**config.mk**
```make
export PLATFORM = sky130hd
export DESIGN_NAME = interrupt_sequencer
export DESIGN_NICKNAME = d
export VERILOG_FILES = /design/src/rtl/interrupt_sequencer.sv
export SDC_FILE = /design/constraint.sdc
export NUM_CORES = 1
export LEC_CHECK = 0
export CAP_MARGIN = 20
export CORE_UTILIZATION = 39
export DETAILED_ROUTE_END_ITERATION = 7
export GPL_TIMING_DRIVEN = 0
export PLACE_DENSITY = 0.79
export SETUP_SLACK_MARGIN = 0.1
export SLEW_MARGIN = 10
export SYNTH_ARGS = -nofsm -noshare
export SYNTH_HDL_FRONTEND = slang
export SYNTH_SLANG_ARGS = --single-unit
```
**constraint.sdc**
```tcl
create_clock -name clk -period 2.21 [get_ports clk]
set_clock_uncertainty 0.1 [all_clocks]
set_input_delay 0.663 -clock clk [delete_from_list [all_inputs] [get_ports clk]]
set_output_delay 0.663 -clock clk [all_outputs]
set_load 0.02 [all_outputs]
```
**src/rtl/interrupt_sequencer.sv**
```systemverilog
// Interrupt entry/exit sequencer: waits for a safe fetch boundary, injects the
// push/jump sequence into IF/ID, drains, then tracks ISR residency until RTI.
// Optional build macro IRQ_COUNT_EN adds a saturating irq_count output.
module interrupt_sequencer #(
  parameter int              PC_W          = 32,
  parameter int              INST_W        = 16,
  parameter logic [INST_W-1:0] PUSH_PCH_INST = 16'hC010,
  parameter logic [INST_W-1:0] PUSH_PCL_INST = 16'hC018,
  parameter logic [INST_W-1:0] PUSH_FLG_INST = 16'hC020,
  parameter logic [INST_W-1:0] JMP_VEC_INST  = 16'hF800,
  parameter int              DRAIN_CYC     = 3
) (
  input  logic              clk,
  input  logic              reset,
  input  logic              irq,
  input  logic              fetch_two_word,
  input  logic              branch_pending,
  input  logic [PC_W-1:0]   pc_in,
  input  logic              ret_seen,
  output logic              inject_valid,
  output logic [INST_W-1:0] inject_inst,
  output logic              inject_bubble,
  output logic              fetch_stall,
  output logic              push_flags,
  output logic              restore_flags,
  output logic [PC_W-1:0]   saved_pc,
  output logic              in_isr,
  output logic              irq_ack
`ifdef IRQ_COUNT_EN
  ,
  output logic [15:0]       irq_count
`endif
);

  localparam logic [2:0] IDLE  = 3'd0;
  localparam logic [2:0] WAIT  = 3'd1;
  localparam logic [2:0] PCH   = 3'd2;
  localparam logic [2:0] PCL   = 3'd3;
  localparam logic [2:0] FLG   = 3'd4;
  localparam logic [2:0] VEC   = 3'd5;
  localparam logic [2:0] DRAIN = 3'd6;
  localparam logic [2:0] ISR   = 3'd7;

  // Counter runs DRAIN_CYC-1 down to 0, giving exactly DRAIN_CYC bubble cycles.
  localparam logic [2:0] DRAIN_LOAD = 3'(DRAIN_CYC - 1);

  logic [2:0] state;
  logic [2:0] nextState;
  logic       pending;
  logic [2:0] drainCnt;
  logic       restoreQ;
  logic       enterPch;

  assign enterPch = (state == WAIT) && (nextState == PCH);

  always_comb begin
    nextState = state;
    case (state)
      IDLE:    if (irq || pending) nextState = WAIT;
      WAIT:    if (!fetch_two_word && !branch_pending) nextState = PCH;
      PCH:     nextState = PCL;
      PCL:     nextState = FLG;
      FLG:     nextState = VEC;
      VEC:     nextState = DRAIN;
      DRAIN:   if (drainCnt == 3'd0) nextState = ISR;
      ISR:     if (ret_seen) nextState = IDLE;
      default: nextState = IDLE;
    endcase
  end

  // NOTE: state registers use non-blocking assignments so every flop samples
  // the pre-edge values of its neighbours, independent of statement order.
  always_ff @(posedge clk or negedge reset) begin
    if (!reset) begin
      state    <= IDLE;
      saved_pc <= '0;
      pending  <= 1'b0;
      drainCnt <= 3'd0;
      restoreQ <= 1'b0;
    end else begin
      state    <= nextState;
      restoreQ <= (state == ISR) && ret_seen;
      if (enterPch) saved_pc <= pc_in;
      // A request during the ISR (including the RTI cycle) is held for re-entry.
      if ((state == ISR) && irq) pending <= 1'b1;
      else if (enterPch)         pending <= 1'b0;
      if (state == VEC)                             drainCnt <= DRAIN_LOAD;
      else if ((state == DRAIN) && (drainCnt != 0)) drainCnt <= drainCnt - 3'd1;
    end
  end

  // NOTE: every output gets a default before the case so no path leaves one
  // unassigned, which would otherwise infer a latch.
  always_comb begin
    inject_valid  = 1'b0;
    inject_inst   = '0;
    inject_bubble = 1'b0;
    fetch_stall   = 1'b0;
    push_flags    = 1'b0;
    irq_ack       = 1'b0;
    case (state)
      PCH: begin
        inject_valid = 1'b1;
        inject_inst  = PUSH_PCH_INST;
        fetch_stall  = 1'b1;
        irq_ack      = 1'b1;
      end
      PCL: begin
        inject_valid = 1'b1;
        inject_inst  = PUSH_PCL_INST;
        fetch_stall  = 1'b1;
      end
      FLG: begin
        inject_valid = 1'b1;
        inject_inst  = PUSH_FLG_INST;
        fetch_stall  = 1'b1;
        push_flags   = 1'b1;
      end
      VEC: begin
        inject_valid = 1'b1;
        inject_inst  = JMP_VEC_INST;
        fetch_stall  = 1'b1;
      end
      DRAIN: begin
        inject_bubble = 1'b1;
        fetch_stall   = 1'b1;
      end
      default: ;
    endcase
  end

  assign in_isr        = (state == ISR);
  assign restore_flags = restoreQ;

`ifdef IRQ_COUNT_EN
  always_ff @(posedge clk or negedge reset) begin
    if (!reset) irq_count <= 16'h0000;
    else if (irq_ack && (irq_count != 16'hFFFF)) irq_count <= irq_count + 16'h0001;
  end
`endif

endmodule

```
Word-level counts from Yosys, hierarchy flattened
Cells that the tools add are included.
- memory bits (writable): 0
- output and inout port bits: 55
- bits in read-only memories: 0
- bits in latches: 0
- word-level logic and storage cells: 44
- memories: 0
- input bits: 38
- flip-flop bits (word level): 40
- shifts and indexed selects: 0
- $mul: 0
- bitwise logic cells: 0
- multiplexer cells: 15
- $add $sub $neg: 1
- order comparisons: 0
- reductions and logical operators: 15
- eq/ne operators: 8
- divide/modulo/power cells: 0
- operators with widths (kind ; number):
    16-bit case mux with 4 select lines ; 1
    3-bit case mux with 8 select lines ; 1
    3-bit 2-to-1 mux ; 6
    3-bit == test, second input constant ; 4
    3-bit by 2-bit == test with 1-bit output, second input constant ; 3
    1-bit 2-to-1 mux ; 7
    3-bit logical NOT ; 2
    1-bit logical AND ; 5
    5-bit OR reduction ; 1
    2-bit nonzero test ; 2
    4-bit OR reduction ; 1
    3-bit by 1-bit == test with 1-bit output, second input constant ; 1
    3-bit nonzero test ; 1
    3-bit by 1-bit subtractor with 3-bit output, second input constant ; 1
    1-bit logical NOT ; 2
    1-bit logical OR ; 1

Longest topological paths before layout
Gate-level depths: netlist (run 1).
- word-level depth: 8
- mapped depth: 6
- gate-level depth less buffers: 6

Worst setup path after synthesis (run 1)
OpenSTA, ideal clock, no wires.
- path type: register -> output
- start: reg state[1]
- end: out inject_inst[15]
- data required time: 1.447 ns
- data arrival time: 1.368 ns
- setup slack: 0.079 ns
- path buffers: 2
- stages on the path, launching flop included: 4
- cells stage by stage: dfrtp_1 > clkbuf_1 > xor2_1 > buf_4
- cells in the longest elaborated chain, start to end: 2
- elaborated cells on any way between the ends: 5
- classes of those cells: eq/ne (4); mux (1)
- RTL lines (element ; RTL line ; RTL):
    start: declaration ; 47 ; logic [2:0] state;
    start signal: assignment ; 81 ; state <= nextState;
    3-bit == test or 3-bit by 2-bit == test with 1-bit output (tied branches) ; 101 ; case (state)
    16-bit case mux with 4 select lines * ; 101 ;
    end: declaration ; 21 ; output logic [INST_W-1:0] inject_inst,
Every way passes the cells marked *; elsewhere a longest branch is shown, timed or not.

Final worst setup path (run 1)
- start: reg state[2]
- end: out inject_bubble
- cells in the longest elaborated chain, start to end: 2
- RTL lines (element ; RTL line ; RTL):
    3-bit == test ; 101 ;
    1-bit 2-to-1 mux ; 101 ;
    end: declaration ; 22 ; output logic inject_bubble,
No other way between the ends.

==> results.py, run 1 <==
metrics = {
    "die": {
        "fp-row-count": 24,
        "die_height_um": 70.0,
        "core-area_mm2": 0.00441,
        "ios": 93,
        "start_util": 0.409,
        "die_width_um": 70.0,
        "die_area_mm2": 0.00490,
    },
    "power_and_ir_drop": {
        "power_frac_comb": 0.569,
        "pwr-share-seq": 0.294,
        "peakVddDrop_v": 0.000667,
        "p_leak_uw": 0.00132,
        "power_switching_share": 0.378,
        "pwr_density_mw_per_mm2": 1460,
        "design_power_total_uw": 4260,
        "internal-power_uw": 2650,
        "clkPwrFrac": 0.137,
        "p_sw_uw": 1610,
    },
    "place": {
        "gp_congestion": 0.783,
        "dp_worst_setup_slack_ns": -0.413,
        "placedInstanceArea_mm2": 0.00275,
        "port_buffers": 84,
        "detailedPlacementHpwl_um": 2740,
    },
    "cells_and_area": {
        "design.final.nets": 284,
        "insertedDiodeCount": 0,
        "final_layout_size_suffix_gt1_frac": 0.343,
        "sequential_cell_area_mm2": 0.00100,
        "finish.instance_area_mm2": 0.00291,
        "post-route-util": 0.660,
        "multi_input_area_um2": 691,
        "fill_cells": 360,
        "area.growth.synth_to_final_pct": 61.4,
    },
    "sta": {
        "post-route-min-period_ns": 2.08,
        "setup_tns_ns": 0,
        "layout_setup_ws_ns": 0.133,
        "slew_viol_final": 0,
        "timing.fmax_mhz": 481,
        "finalSetupViolations": 0,
        "final.period_utilization": 0.940,
        "setup_repair_after_global_routing_missed_its_margin": "yes",
        "hold_viol_final": 0,
    },
    "logic_synthesis": {
        "post_synthesis_cell_type_with_the_largest_combined_area": "dfrtp_1",
        "largest_cells_by_area_after_synthesis": "dfrtp_1, mux2_2, buf_4, buf_6, nor3_1",
        "yosys.cell_types.count": 31,
        "post-synth-top-area-fraction": 0.555,
        "synthesis.area_per_instance_um2": 13.1,
        "yosys_most_used_dff": "dfrtp_1",
        "synth_most_common_cell": "dfrtp_1",
        "syn-instance-count": 138,
        "yosysWarningCount": 0,
        "synth.cell_area_mm2": 0.00180,
        "synth_async_sr_flop_share": 1.00,
        "postSynthRegisterBits": 40,
        "synth_commonest_cells": "dfrtp_1, mux2_2, buf_4",
        "synth_seq_area_share": 0.555,
        "synth_edf_count": 0,
    },
    "detailed_routing": {
        "routedWlPerCell_um": 13.0,
        "detail_route.drc_violations": 0,
        "route.antenna.remaining_nets": 0,
        "totalWireLength_um": 3860,
        "firstDrtPassIters": 4,
        "vias": 1405,
        "first_iter_violations": 76,
        "via_per_inst": 4.73,
    },
    "clocking": {
        "worst_setup_hold_path_clk_slew_ns": 0.08,
        "cts_max_path_buffers": 2,
        "cts_tree": "yes",
        "root_buffer": "clkbuf_8",
        "clkLatencyLatePin_ns": 0.29,
        "holdBufCountCts": 0,
        "htree_num_levels": 2,
        "tritoncts.num_buffers": 5,
        "clock_sinks": 40,
    },
    "critical_path": {
        "endpoint_kind": "output pin",
        "timing.critical_path.from_type": "flop",
        "worstPathArrival_ns": 1.31,
        "worst-endpoint-required_ns": 1.45,
        "critPathMaxFanout": 3,
        "path_class": "reg -> out",
    },
    "global_route": {
        "grt_pass1_vias": 1398,
        "grt_antenna_before_repair": 0,
        "grt_first_pass_wirelength_um": 6240,
        "grt_overflow_total": 0,
        "maximum_number_of_pins_on_one_net_before_global_route_repair": 32,
        "globalRouteTotalUtil": 0.164,
    },
    "job": {
        "maxCapViolCount": 0,
    },
    "run_status": {
        "run_status": "finished clean",
    },
    "min_path": {
        "hp-class": "in -> async",
    },
}
power by group through the flow:
| stage | logic (uW) | registers [uW] | clock network [uW] |
|---|---|---|---|
| 2_1_floorplan | 932 | 1620 | 0 |
| 3_3_place_gp | 2320 | 1260 | 0 |
| 3_5_place_dp | 2340 | 1280 | 0 |
| 4_1_cts | 2380 | 1250 | 599 |
| 5_1_grt | 2590 | 1300 | 634 |
| 6_report | 2420 | 1250 | 585 |
metal layers:
layer / wire length, um / vias up / GRT usage
met1: 1640 / 671 / 0.202
li1: - / 673 / -
met5: 0 / - / 0
met4: 63 / 0 / 0.0689
met2: 1870 / 53 / 0.262
met3: 288 / 8 / 0.0548
cells by family after synthesis:
family,count (synthesis),synth area share
flops,40,0.555
buf+inv,25,0.0881
other cells,1,0.00208
compound gates,15,0.0590
fa+ha+maj,2,0.0139
xor+xnor,2,0.00971
mux,32,0.200
simple gates,21,0.0728
state kept, by name, summed over array words and instances (netlist names):
name and flops:
state 3, drainCnt 3, saved_pc 32, restore_flags 1
pending 1
worst paths after layout:
kind | startpoint | to | slack (ns) | depth (start not counted)
max | state[2] | inject_bubble | 0.13 | 4
min | reset | drainCnt[0] | 0.15 | 1
max reg2reg | drainCnt[0] | drainCnt[1] | 0.46 | 5
min reg2reg | saved_pc[30] | saved_pc[30] | 0.39 | 1
max in group asynchronous | reset | state[1] | 1.41 | 2
min in group clk | saved_pc[30] | saved_pc[30] | 0.39 | 1
layout by cell type (no fill, tap or decap), types with 2 or more instances in the layout:
cell type        Yosys  routed
a21oi_1              5       5
buf_2                1       8
buf_4               11      20
buf_6                3       6
clkbuf_8             0       5
clkdlybuf4s50_1      0      69
conb_1               1       8
dfrtp_1             40      39
ha_1                 2       2
inv_1                8       6
inv_2                0       2
mux2_1               2       2
mux2_2              30      30
nand2_1              3       3
nor2_1               5       4
nor3_1               6       6
o21ai_0              2       2
what timing repair did:
| action | 4_1_cts | 5_1_grt |
|---|---|---|
| setup buffers | 7 | 0 |
| setup endpoints to repair | 43 | 22 |
| pin swaps | 1 | 0 |
| gates resized for setup | 64 | 12 |
area by class of cell:
| cell class | count | area share |
|---|---|---|
| buffer | 17 | 0.0516 |
| clock buffer | 6 | 0.0249 |
| clock inverter | 2 | 0.0120 |
| inverter | 8 | 0.0103 |
| multi-input combinational | 80 | 0.237 |
| sequential | 40 | 0.344 |
| tap | 52 | 0.0223 |
| timing repair buffer | 92 | 0.297 |
critical path: stages (launching register included):
cell           delay, ns
dfrtp_1             0.38
buf_4               0.14
nand2_1             0.08
nor2_1              0.09
dlygate4sd2_1       0.33
metrics by stage:
| step | std cells | hold WS [ns] |
|---|---|---|
| 6_report | 297 | 0.147 |
| 5_1_grt | 297 | 0.153 |
| 4_1_cts | 297 | 0.145 |
| 3_5_place_dp | 282 | 0.375 |
| 3_3_place_gp | 281 | 0.378 |
| 2_1_floorplan | 145 | 0.267 |
Power figures use the tool's default switching activity.
==> inputs of run 2 (changes only) <==
Settings changed: PLACE_DENSITY 0.79 to 0.84.
==> run 2 against run 1 <==
Sequential share of layout area shrank 0.32 points. Via count is 2.7% higher. Clock-buffer cell count grew 2. Critical path depth up 1. Power is 0.28% lower. Sequential power barely moved. Register-to-register slack about the same. Hold slack worse by 0.042 ns. Maximum frequency is 2.5% lower. Non-clock buffer count is 4 higher. Global-route usage is 1.3 points higher.
==> results.py, run 2 (synthesized netlist as in run 1, its figures left out) <==
metrics = {
    "run_status": {
        "run_status": "finished clean",
    },
    "critical_path": {
        "critPathMaxFanout": 5,
        "endpoint_kind": "output pin",
        "cp_slowest_cell": "dfrtp_1",
        "crit_top_cell": "buf_6",
        "max_stage_delay_ns": 0.40,
        "worst-endpoint-required_ns": 1.45,
        "timing.critical_path.from_type": "flop",
        "worstPathArrival_ns": 1.37,
        "crit_chain": "buf_6 -> clkinvlp_4 -> nor2_4 -> buf_6 -> buf_6",
        "path_class": "reg -> out",
    },
    "sta": {
        "timing.fmax_mhz": 469,
        "hold_viol_final": 0,
        "slew_viol_final": 0,
        "worst_hold_slack_ns": 0.105,
        "final.period_utilization": 0.964,
        "post-route-min-period_ns": 2.13,
        "setup_repair_after_global_routing_missed_its_margin": "yes",
        "setup_tns_ns": 0,
        "finalSetupViolations": 0,
    },
    "clocking": {
        "cts_tree": "yes",
        "clock_sinks": 40,
        "cts_max_path_buffers": 2,
        "tritoncts.num_buffers": 5,
        "holdBufCountCts": 0,
        "clkLatencyLatePin_ns": 0.28,
        "htree_num_levels": 2,
        "root_buffer": "clkbuf_8",
        "worst_setup_hold_path_clk_slew_ns": 0.07,
    },
    "global_route": {
        "grt_overflow_total": 0,
        "maximum_number_of_pins_on_one_net_before_global_route_repair": 35,
        "grtUsageMet1": 0.210,
        "globalRouteTotalUtil": 0.176,
        "groute.layer.met3.usage": 0.0606,
        "grt.busiest_layer": "met2",
        "grt_pass1_vias": 1460,
        "grt_first_pass_wirelength_um": 6780,
        "grt_util_met2": 0.302,
        "grt_antenna_before_repair": 0,
    },
    "die": {
        "ios": 93,
        "core-area_mm2": 0.00441,
        "die_height_um": 70.0,
        "die_width_um": 70.0,
        "start_util": 0.409,
        "die_area_mm2": 0.00490,
        "fp-row-count": 24,
    },
    "power_and_ir_drop": {
        "peakVddDrop_v": 0.000590,
        "p_leak_uw": 0.00134,
        "power_switching_share": 0.382,
        "pwr-share-seq": 0.297,
        "power_frac_comb": 0.589,
        "clkPwrFrac": 0.115,
        "internal-power_uw": 2630,
        "p_sw_uw": 1620,
        "pwr_density_mw_per_mm2": 1450,
    },
    "detailed_routing": {
        "totalWireLength_um": 3980,
        "firstDrtPassIters": 4,
        "route.antenna.remaining_nets": 0,
        "vias": 1443,
        "first_iter_violations": 70,
        "detail_route.drc_violations": 0,
        "routedWlPerCell_um": 13.2,
        "via_per_inst": 4.79,
    },
    "cells_and_area": {
        "max_flop_register": "saved_pc",
        "most-common-layout-cells": "clkdlybuf4s50_1, dfrtp_1, mux2_2, buf_4",
        "flip_flop_count_of_the_largest_register_all_copies_and_words_added": 32,
        "final_layout_size_suffix_gt1_frac": 0.353,
        "mostFrequentLayoutCell": "clkdlybuf4s50_1",
        "insertedDiodeCount": 0,
        "fill_cells": 351,
        "registers_with_the_most_flip_flops": "saved_pc: 32 flops, drainCnt: 3 flops, state: 3 flops",
        "area.growth.synth_to_final_pct": 62.9,
        "design.final.nets": 288,
        "final-instance-count-excl-fill": 301,
        "finish.instance_area_mm2": 0.00294,
    },
    "place": {
        "placed_cells": 282,
        "placedInstanceArea_mm2": 0.00275,
        "port_buffers": 84,
        "detailedPlacementHpwl_um": 2750,
        "gp_congestion": 0.759,
    },
    "min_path": {
        "hp-class": "in -> async",
    },
    "job": {
        "maxCapViolCount": 0,
    },
}
run 2: through the flow:
| stage | utilization | worst slack [ns] | total power, uW |
|---|---|---|---|
| 2_1_floorplan | - | 0.0786 | 2550 |
| 3_3_place_gp | 0.620 | -0.635 | 3560 |
| 3_5_place_dp | 0.623 | -0.400 | 3620 |
| 4_1_cts | 0.661 | 0.0156 | 4200 |
| 5_1_grt | 0.666 | -0.00922 | 4510 |
| 6_report | 0.666 | 0.0795 | 4250 |
run 2: final timing paths:
| path | start | endpoint | slack [ns] | depth (start not counted) |
|---|---|---|---|---|
| worst max-delay path | state[2] | inject_inst[13] | 0.08 | 5 |
| worst min-delay path | reset | saved_pc[26] | 0.11 | 1 |
| worst max register to register | state[2] | saved_pc[19] | 0.45 | 5 |
| worst min register to register | drainCnt[2] | drainCnt[2] | 0.40 | 1 |
| max in group asynchronous | reset | state[1] | 1.48 | 2 |
| min in group clk | drainCnt[2] | drainCnt[2] | 0.40 | 1 |
run 2: cell type report:
type | instances | area [um2] | area share
clock buffers | 8 | 90.1 | 0.0307
multi-input cells | 80 | 696 | 0.237
flip-flops and latches | 40 | 1000 | 0.341
well taps | 52 | 65.1 | 0.0221
inverters | 8 | 33.8 | 0.0115
plain buffers | 17 | 158 | 0.0536
repair buffers | 96 | 895 | 0.304
run 2: worst max-delay path, delay by kind of cell, from the launching register on:
kind / cells / cell delay, ns
buffers and inverters: 4 / 0.52
and+or+nand+nor: 1 / 0.17
DFF: 1 / 0.40
run 2: timing repair:
item | CTS | global route
gates resized for setup | 60 | 21
pin swaps | 2 | 3
cloned | 1 | 0
endpoints found under the setup margin | 43 | 42
buffers inserted | 9 | 1
run 2: layer usage:
layer / vias up / part of all wire
met1: 694 / 0.42
met5: - / 0
met3: 7 / 0.066
met4: 0 / 0.011
li1: 678 / -
met2: 64 / 0.51
run 2: power by group through the flow:
stage | clock network [uW] | registers, uW | logic, uW
2_1_floorplan | 0 | 1620 | 932
3_3_place_gp | 0 | 1260 | 2300
3_5_place_dp | 0 | 1280 | 2340
4_1_cts | 508 | 1260 | 2440
5_1_grt | 541 | 1310 | 2660
6_report | 487 | 1260 | 2500
==> inputs of run 3 (changes only) <==
Settings changed: CORE_UTILIZATION 39 to 40, DONT_BUFFER_PORTS set to 1, PLACE_DENSITY 0.84 to 0.59, SETUP_SLACK_MARGIN 0.1 to unset.
==> run 3 against run 2 <==
Global-route usage fell by 3.6 points. Clock power fell by 2%. Sequential share of layout area rose by 11 points. Power fell by 16%. Register-to-register slack got worse by 0.16 ns. Utilization fell by 16 points. Non-clock buffer count fell by 87. Sequential power rose by 33%. Via count fell by 24%. Final cell count fell by 29%. Largest power group is now registers.
==> results.py, run 3 (synthesized netlist as in run 1, its figures left out) <==
metrics = {
    "critical_path": {
        "rrSetupSlack_ns": 0.29,
        "reg2reg_depth": 4,
        "cp_slowest_cell": "dfrtp_2",
        "number_of_buffers_and_inverters_on_the_critical_path": 1,
        "crit_start": "state[2]",
        "worst-endpoint-required_ns": 1.45,
        "crit_chain": "buf_12 -> and3_1 -> a21oi_2",
        "worstPathArrival_ns": 1.39,
        "timing.critical_path.from_type": "flop",
        "endpoint_kind": "output pin",
        "critical_path_depth": 3,
        "path_class": "reg -> out",
        "timing.rr.start": "state[2]",
        "max_stage_delay_ns": 0.43,
        "regToRegEndpoint": "saved_pc[18]",
        "family_of_cells_with_the_greatest_summed_delay_on_the_critical_path": "flip-flops",
        "critPathMaxFanout": 5,
    },
    "place": {
        "placed_cells": 197,
        "port_buffers": 0,
        "placedInstanceArea_mm2": 0.00190,
        "dp_worst_setup_slack_ns": -0.163,
        "detailedPlacementHpwl_um": 2350,
        "gp_congestion": 0.837,
    },
    "detailed_routing": {
        "route.antenna.remaining_nets": 0,
        "detail_route.drc_violations": 0,
        "via_per_inst": 5.13,
        "vias": 1098,
        "routedWlPerCell_um": 15.3,
        "firstDrtPassIters": 4,
        "first_iter_violations": 38,
        "totalWireLength_um": 3280,
    },
    "sta": {
        "timing.max_slew.rel_slack": 0.625,
        "worst_hold_slack_ns": 0.109,
        "setup_tns_ns": 0,
        "hold_viol_final": 0,
        "slew_viol_final": 0,
        "final.period_utilization": 0.973,
        "layout_setup_ws_ns": 0.0587,
        "post-route-min-period_ns": 2.15,
        "finalSetupViolations": 0,
        "setup_repair_after_global_routing_missed_its_margin": "yes",
        "timing.fmax_mhz": 465,
        "worst_pin_slew_ns": 0.559,
    },
    "clocking": {
        "cts_max_path_buffers": 2,
        "tritoncts.num_buffers": 5,
        "root_buffer": "clkbuf_8",
        "cts_tree": "yes",
        "clkLatencyLatePin_ns": 0.28,
        "clock_sinks": 40,
        "worst_setup_hold_path_clk_slew_ns": 0.07,
        "htree_num_levels": 2,
    },
    "job": {
        "maxCapViolCount": 0,
    },
    "cells_and_area": {
        "max_flop_register": "saved_pc",
        "most-common-layout-cells": "dfrtp_1, mux2_2, buf_4, conb_1",
        "registers_with_the_most_flip_flops": "saved_pc: 32 flops, drainCnt: 3 flops, state: 3 flops",
        "mostFrequentLayoutCell": "dfrtp_1",
        "insertedDiodeCount": 0,
        "flip_flop_count_of_the_largest_register_all_copies_and_words_added": 32,
        "design.final.nets": 201,
        "finish.instance_area_mm2": 0.00221,
        "final_layout_size_suffix_gt1_frac": 0.469,
        "area.growth.synth_to_final_pct": 22.7,
        "final-instance-count-excl-fill": 214,
    },
    "die": {
        "die_width_um": 69.2,
        "fp-row-count": 24,
        "die_area_mm2": 0.00478,
        "die_height_um": 69.2,
        "start_util": 0.414,
        "ios": 93,
        "core-area_mm2": 0.00435,
    },
    "min_path": {
        "hp-class": "in -> async",
    },
    "run_status": {
        "run_status": "finished clean",
    },
    "global_route": {
        "globalRouteTotalUtil": 0.141,
        "maximum_number_of_pins_on_one_net_before_global_route_repair": 41,
        "grt_overflow_total": 0,
        "grt_antenna_before_repair": 0,
        "grt_pass1_vias": 1165,
        "grt_first_pass_wirelength_um": 5400,
    },
    "power_and_ir_drop": {
        "pwr_density_mw_per_mm2": 1620,
        "p_leak_uw": 0.000999,
        "peakVddDrop_v": 0.000719,
    },
}
run 3: worst max-delay path by stage:
stage                            endpoint  slack, ns
after global placement            irq_ack      -0.11
after detailed placement   inject_inst[3]      -0.16
final                         fetch_stall       0.06
after floorplan           inject_inst[15]       0.08
after global routing          fetch_stall      -0.02
after CTS                 inject_inst[13]      0.005
run 3: metal layers:
| layer | vias up | wire length [um] | global-route usage |
|---|---|---|---|
| met2 | 64 | 1660 | 0.225 |
| met1 | 523 | 1200 | 0.159 |
| met4 | 0 | 32 | 0.0544 |
| met3 | 4 | 389 | 0.0716 |
| li1 | 507 | - | - |
| met5 | - | 0 | 0 |
run 3: layout make-up:
| type | instances | area (um2) |
|---|---|---|
| Clock buffer | 8 | 90.1 |
| Tap cell | 52 | 65.1 |
| Timing Repair Buffer | 9 | 97.6 |
| Buffer | 17 | 171 |
| Inverter | 8 | 37.5 |
| Multi-Input combinational cell | 80 | 748 |
| Sequential cell | 40 | 1000 |
| Fill cell | 389 | 2140 |
run 3: stage by stage:
step                total power, uW   util
floorplan                      2550      -
global placement               2710  0.435
detailed placement             2750  0.435
CTS                            3470  0.489
global route                   3800  0.508
finish                         3590  0.508
run 3: timing repair:
action	4_1_cts	5_1_grt
pin swaps	2	3
cloned	0	1
setup buffers	2	5
endpoints found under the setup margin	12	5
hold buffers	1	0
hold endpoints to repair	40	0
resized for setup	24	7
run 3: power by group:
| part | internal [uW] | leakage, uW | total, uW | switching [uW] |
|---|---|---|---|---|
| clock | 254 | 0.0000455 | 476 | 221 |
| sequential | 1070 | 0.000487 | 1680 | 610 |
| combinational | 693 | 0.000467 | 1430 | 733 |
| total | 2020 | 0.000999 | 3590 | 1560 |
